[src/rtl/com_async_fifo_wr_arb.sv]
// com_async_fifo_wr_arb: packet-granular round-robin arbiter with starvation lock feeding one async FIFO write port (req_vld/len/data/pop per requester; fifo_wr_en/data/full/space; grant_id, busy)
module com_async_fifo_wr_arb #(
  parameter int N = 4,
  parameter int DW = 32,
  parameter int DEPTH = 4,
  parameter int AW = $clog2((DEPTH > 2 ? DEPTH : 2) + 1),
  parameter int LW = 8,
  parameter int STARVE_TH = 4
) (
  input  logic                   clk,
  input  logic                   rst,
  input  logic                   hold,
  input  logic [N-1:0]           req_vld,
  input  logic [N*LW-1:0]        req_len,
  input  logic [N*DW-1:0]        req_data,
  output logic [N-1:0]           req_pop,
  output logic                   fifo_wr_en,
  output logic [DW-1:0]          fifo_wr_data,
  input  logic                   fifo_wr_full,
  input  logic [AW-1:0]          fifo_space,
  output logic [$clog2(N)-1:0]   grant_id,
  output logic                   busy
);
  localparam int IW = $clog2(N);
  localparam int LE = (LW > AW ? LW : AW) + 1;
  typedef enum logic {IDLE, XFER} state_t;
  state_t state;
  logic [IW-1:0] rr_ptr, lock_id, sel, lsel;
  logic lock_vld, found, lfound;
  logic [LE-1:0] cnt;
  logic [LE-1:0] len_eff [N];
  logic [N-1:0] elig;
  logic [3:0] skip [N];
  logic [3:0] skip_n [N];
  always_comb begin
    for (int i = 0; i < N; i++) begin
      len_eff[i] = (req_len[i*LW+:LW] == '0) ? LE'(1) : LE'(req_len[i*LW+:LW]);
      elig[i] = req_vld[i] && (len_eff[i] <= LE'(fifo_space) ||
                (len_eff[i] > LE'(DEPTH) && fifo_space == AW'(DEPTH)));
    end
  end
  always_comb begin
    found = lock_vld && elig[lock_id];
    sel = lock_vld ? lock_id : '0;
    for (int k = 0; k < N; k++)
      if (!lock_vld && !found && elig[(int'(rr_ptr) + k) % N]) begin
        found = 1'b1;
        sel = IW'((int'(rr_ptr) + k) % N);
      end
  end
  always_comb begin
    lfound = 1'b0;
    lsel = '0;
    for (int i = 0; i < N; i++)
      skip_n[i] = (IW'(i) == sel) ? 4'd0 :
                  (req_vld[i] && !elig[i] && skip[i] != 4'(STARVE_TH)) ? skip[i] + 4'd1 : skip[i];
    for (int k = 0; k < N; k++)
      if (!lfound && skip_n[(int'(rr_ptr) + k) % N] == 4'(STARVE_TH)) begin
        lfound = 1'b1;
        lsel = IW'((int'(rr_ptr) + k) % N);
      end
  end
  always_ff @(posedge clk) begin
    if (rst) begin
      state <= IDLE;
      grant_id <= '0;
      rr_ptr <= '0;
      cnt <= '0;
      lock_vld <= 1'b0;
      lock_id <= '0;
      for (int i = 0; i < N; i++) skip[i] <= '0;
    end else if (state == IDLE) begin
      if (!hold && found) begin
        state <= XFER;
        grant_id <= sel;
        cnt <= len_eff[sel];
        skip <= skip_n;
        lock_vld <= lfound;
        lock_id <= lsel;
      end
    end else if (fifo_wr_en) begin
      if (cnt == LE'(1)) begin
        state <= IDLE;
        rr_ptr <= (grant_id == IW'(N - 1)) ? '0 : grant_id + 1'b1;
      end else begin
        cnt <= cnt - 1'b1;
      end
    end
  end
  assign busy = state == XFER;
  assign fifo_wr_en = busy && !fifo_wr_full;
  assign req_pop = fifo_wr_en ? {{(N-1){1'b0}}, 1'b1} << grant_id : '0;
  assign fifo_wr_data = busy ? req_data[grant_id*DW+:DW] : '0;
endmodule
[config.mk]
export PLATFORM = sky130hd
export DESIGN_NAME = com_async_fifo_wr_arb
export DESIGN_NICKNAME = d
export VERILOG_FILES = /design/src/rtl/com_async_fifo_wr_arb.sv
export SDC_FILE = /design/constraint.sdc
export NUM_CORES = 1
export LEC_CHECK = 0
export CORE_MARGIN = 4
export CORE_UTILIZATION = 55
export CTS_CLUSTER_DIAMETER = 150
export DETAILED_ROUTE_END_ITERATION = 10
export DONT_BUFFER_PORTS = 1
export PLACE_DENSITY = 0.71
export SLEW_MARGIN = 20
export SYNTH_ARGS = -nofsm -noshare
export SYNTH_HDL_FRONTEND = slang
export SYNTH_SLANG_ARGS = --single-unit
[constraint.sdc]
create_clock -name clk -period 11.29 [get_ports clk]
set_input_delay 1.6935 -clock clk [delete_from_list [all_inputs] [get_ports clk]]
set_output_delay 1.6935 -clock clk [all_outputs]
set_load 0.005 [all_outputs]
* Word-level counts from Yosys, hierarchy flattened
Index checks and enable logic that the tools add are counted.
Widths: inputs -> output; s select.
** Cells by class
- Add/subtract/negate cells :: 9
- Magnitude comparators :: 18
- Equality and inequality tests :: 16
- Shifts and indexed selects :: 2
- Mux-type cells :: 68
- Bitwise operators :: 9
- Reductions and logical operators :: 60
** Operators by type and width (number)
- $ge 32x3->1 const B :: 4
- $shiftx 128x8->32 :: 1
- $not 32->32 :: 3
- $mux 4 :: 17
- $mux 9 :: 6
- $bmux 4 s2 :: 4
- $gt 8x3->1 const B :: 4
- $le 8x3->1 :: 4
- $logic_not 8->1 :: 4
- $mux 32 :: 1
- $mux 8 :: 4
- $not 2->32 :: 1
- $logic_and 1x1->1 :: 30
- $mux 1 :: 20
- $mux 2 :: 10
- $bmux 9 s2 :: 1
- $add 4x1->4 const B :: 4
- $eq 4x3->1 const B :: 4
- $ne 4x3->1 const B :: 4
- $logic_not 1->1 :: 14
- $lt 3x4->1 const B :: 3
- $bmux 1 s2 :: 5
- $eq 9x1->1 const B :: 1
- $sub 9x1->9 const B :: 1
- 19 further kinds :: 32
** Word-level totals
- Flip-flop bits (word level) :: 33

* Logic depth before layout (Yosys ltp)
- Depth in word-level cells :: 41
- Mapped depth :: 18

* Worst setup path after synthesis
OpenSTA, ideal clock, no wires.
- Path type :: input to register
- From :: input port req_len[4]
- To :: register lock_id[1]
- Setup time :: 0.126 ns
- Arrival time :: 5.166 ns
- Path slack :: 5.998 ns
- Stages on the path :: 16
- Path buffers :: 0
- Path through :: or4_4 > nor2_2 > a21oi_1 > ha_1 > nand3_1 > o21ai_0 > o211ai_1 > o22ai_1 > nor4_2 > nor4b_4 > a31o_2 > nand2_2 > o31ai_4 > a21oi_2 > o41ai_2 > o31ai_1
** On the way
- Cells in the longest elaborated chain, start to end :: 41
- Elaborated cells between the ends (all ways) :: 84
** Ends and longest elaborated chain
- start, declared :: line 14 : input logic [N*LW-1:0] req_len,
- $logic_not 8->1 :: line 37 : len_eff[i] = (req_len[i*LW+:LW] == '0) ? LE'(1) : LE'(req_len[i*LW+:LW]);
- $mux 8 * :: line 37
- $gt 8x3->1 :: line 39 : (len_eff[i] > LE'(DEPTH) && fifo_space == AW'(DEPTH)));
- $logic_and 1x1->1 :: line 39
- $logic_or 1x1->1 * :: line 38 : elig[i] = req_vld[i] && (len_eff[i] <= LE'(fifo_space) ||
- $logic_and 1x1->1 * :: line 38
- $bmux 1 s2 :: line 43 : found = lock_vld && elig[lock_id];
- $mux 1 (implied by the code) :: line 43
- (+25 left out)
- $logic_and 1x1->1 :: line 58 : if (!lfound && skip_n[(int'(rr_ptr) + k) % N] == 4'(STARVE_TH)) begin
- $mux 1 :: line 58
- $logic_not 1->1 :: line 58
- $logic_and 1x1->1 :: line 58
- $mux 1 :: line 58
- $logic_not 1->1 :: line 58
- $logic_and 1x1->1 :: line 58
- $mux 2 :: line 58
- end signal, assigned :: line 79 : lock_id <= lsel;
- end, declared :: line 28 : logic [IW-1:0] rr_ptr, lock_id, sel, lsel;
Mark *: on every way between the ends. The rest lies on a longest branch, timed or not. The select of a mux whose other input is x is not followed.
A chain may end at the register's enable or synchronous reset.

* Final worst setup path
- From :: input port req_len[4]
- To :: register skip[7] (netlist name)
** On the way
- Cells in the longest elaborated chain, start to end :: 27
- Elaborated cells between the ends (all ways) :: 45
** Ends and longest elaborated chain
- $logic_not 8->1 :: line 37
- $mux 8 * :: line 37
- $gt 8x3->1 :: line 39
- $logic_and 1x1->1 :: line 39
- $logic_or 1x1->1 * :: line 38
- $logic_and 1x1->1 * :: line 38
- $bmux 1 s2 :: line 43
- $mux 1 (implied by the code) :: line 43
- (+9 left out)
- $logic_not 1->1 :: line 46 : if (!lock_vld && !found && elig[(int'(rr_ptr) + k) % N]) begin
- $logic_and 1x1->1 (2 in series) :: line 46
- $mux 1 :: line 46
- $logic_not 1->1 :: line 46
- $logic_and 1x1->1 (2 in series) :: line 46
- $mux 2 or $mux 1 (tied branches) :: line 46
- $eq 2x2->1 or $logic_and 1x1->1 (tied branches) :: line 55, 73
- $mux 4 or $reduce_and 2->1 (tied branches)
- end signal, assigned :: line 77 : skip <= skip_n;
- end, declared :: line 33 : logic [3:0] skip [N];
Marks and branches as above.

==> results.toml <==
[synthesis]
synth_commonest_cells = "nor2_1, nand2_1, a21oi_1"
syn_nets = 801
synthCells = 604
synth_edf_count = 0
ys_types = 82
synth_seq_area_share_pct = 13.8
synth_top_area_cell = "mux4_2"
synth_area_sq_um = 4800
async_reset_ff_share_pct = 0
yosysWarnings = 0
ys.flop_type = "dfxtp_1"
ys_ff_latch = 33
ys_top_cells_by_area = "mux4_2, dfxtp_1, ha_1, and2_1, a21oi_1"
synth_top_area_share_pct = 15.5
synth.most_common_cell = "nor2_1"
syn-mean-instance-area_sq_um = 7.94

[grt]
grt_pass1_wl_um = 24800
top_usage_layer = "met2"
use_met2_pct = 46.5
grtUsageMet1_pct = 42.2
antenna_found_initial = 3
globalRouteOverflowTotal = 0
grt_use_met3_pct = 7.71
grt_max_degree = 39
track_usage_pct = 30.4
grt_pass1_vias = 4621

[place]
dp_slack_ns = 4.89
dp_hpwl_um = 13600
gp_congestion = 1.00
port_buffers = 0
dp.cells = 676

[setup_path]
worstPathRequired_ns = 11.47
crit_type = "in2reg"
cp.arrival_ns = 6.35
worstSetupEndpointType = "flip-flop"
crit_start = "req_len[4]"
cp-start-kind = "primary input"
r2r_start = "rr_ptr[1]$_SDFFE_PP0P_"
path_max_fanout = 27

[route]
route.detailed.drc = 0
finalWirelength_um = 16600
drtIter0Drc = 465
vias = 4988
first_pass_iters = 6
wl_per_cell_um = 24.2
ant_nets = 0
via_per_inst = 7.26

[sta]
setup_viol = 0
period_minus_slack_ns = 6.17
fin_setup_tns_ns = 0
relSlewSlack_pct = 26.7
max_freq_mhz = 162
finalMaxSlewViolations = 0
rsz0062_at_grt = "false"
worst_slew_pin_slew_ns = 1.10
finalClockSkew_ns = 0.00620
finalCritPeriodShare_pct = 54.7
hold_violations = 0
timing.hold.ws_ns = 0.520
setup_slack_ns = 5.12

[floorplanning]
start_util_pct = 57.5
die_h_um = 101
ioPinCount = 211
die_w_um = 101
core_area_sq_um = 8340
dieArea_sq_um = 10300
rows = 33

[job]
max_cap_violations = 0

[cts]
h-tree-depth = 2
clk_latency_ns = 0.30
cts_tree = "done"
cts_sinks = 33
clock_path_buffers = 2
cts_setup_buffers = 0
cts_resized = 0
numCtsBuffers = 5
cts-root-buf = "clkbuf_8"
holdBufCountCts = 0
clkSlewWorstSetupHoldPaths_ns = 0.07

[final_layout]
drive_above_1_share_pct = 14.2
finalNonFillerCells = 687
finalNetCount = 775
fillers = 775
area_growth_pct = 2.50

[status]
status = "finished, final reports clean"

[min_path]
hp-class = "reg2reg"
min_from = "skip[3]$_SDFFE_PP0P_"

[pwr]
vdd.ir_drop.worst_mv = 0.0518
p_leak_nw = 1.71
power_density_nw_per_um2 = 72.2
p_total_uw = 355
-- metrics by stage --
step / util [%] / instance area, sq um
finish: 59.0 / 4920
global placement: 57.6 / 4810
floorplan: - / 4800
detailed placement: 57.6 / 4810
global route: 58.9 / 4910
CTS: 58.8 / 4910
-- flip-flops by register name (all words and copies together), names as in the netlist --
register  cells
skip         16
cnt           9
grant_id      2
lock_id       2
rr_ptr        2
busy          1
lock_vld      1
-- cell usage in the layout (no fill, tap or decap), drive strengths merged, types with 6 or more instances in the layout --
master | Yosys | final
o21ai | 41 | 41
nand2 | 48 | 48
or3 | 9 | 9
and2 | 43 | 43
o22ai | 11 | 11
o21a | 7 | 7
mux2i | 10 | 10
o2111ai | 7 | 7
dfxtp | 33 | 33
a21o | 6 | 6
and3 | 9 | 9
nand3 | 25 | 25
mux4 | 33 | 33
inv | 30 | 30
a21oi | 44 | 44
nor3b | 8 | 8
nand3b | 10 | 10
nor2 | 53 | 53
a211oi | 11 | 11
o211ai | 6 | 6
ha | 26 | 26
nor3 | 12 | 12
clkbuf | 26 | 7
nor4 | 10 | 10
-- worst max-delay path, stage by stage --
cell and delay [ns]:
or4_4 0.53, nor2_2 0.22, a21oi_1 0.15, ha_1 0.29, nand3_1 0.07, o21ai_0 0.17
o211ai_1 0.38, o22ai_1 0.16, nor4_2 0.45, nor4b_4 0.39, a311o_1 0.85, nor2_1 0.32
o21ai_1 0.27, nor2_1 0.09, o21ai_0 0.20, o41ai_1 0.10
-- report_power, final --
group          total [mW]  internal (mW)  leakage (nW)  switching, mW
logic               0.117         0.0502          1.38         0.0671
registers           0.133          0.122         0.268         0.0110
clock network       0.104         0.0552        0.0543         0.0492
total               0.355          0.228          1.71          0.127
-- layout make-up --
type | instances | area [sq um] | share of cell area [%]
clock inverters | 1 | 5.00 | 0.102
multi-input cells | 505 | 3880 | 78.9
diodes | 3 | 7.51 | 0.153
inverters | 30 | 113 | 2.29
well taps | 105 | 131 | 2.67
flip-flops and latches | 33 | 664 | 13.5
repair buffers | 3 | 22.5 | 0.458
clock buffers | 7 | 96.3 | 1.96
-- worst paths after layout --
check,end,slack (ns),cells past startpoint
worst max-delay path,skip[7]$_SDFFE_PP0P_,5.12,16
worst min-delay path,skip[3]$_SDFFE_PP0P_,0.52,1
worst max register to register,lock_id[1]$_SDFFE_PP0P_,7.09,12
worst min register to register,skip[3]$_SDFFE_PP0P_,0.52,1
-- metal layers --
| metal | wire length, um | share of wire [%] |
|---|---|---|
| met5 | 12 | 0.072 |
| met3 | 1690 | 10 |
| met4 | 353 | 2.1 |
| met1 | 6760 | 41 |
| met2 | 7790 | 47 |
-- kinds of logic after synthesis --
family	after synthesis	share of synthesized area, %
mux	46	18.3
xor+xnor	2	0.365
buf+inv	66	5.40
simple gates	249	29.1
fa+ha+maj	26	6.78
flops	33	13.8
compound gates	182	26.3
No activity file was read; power rests on OpenSTA's default activity.
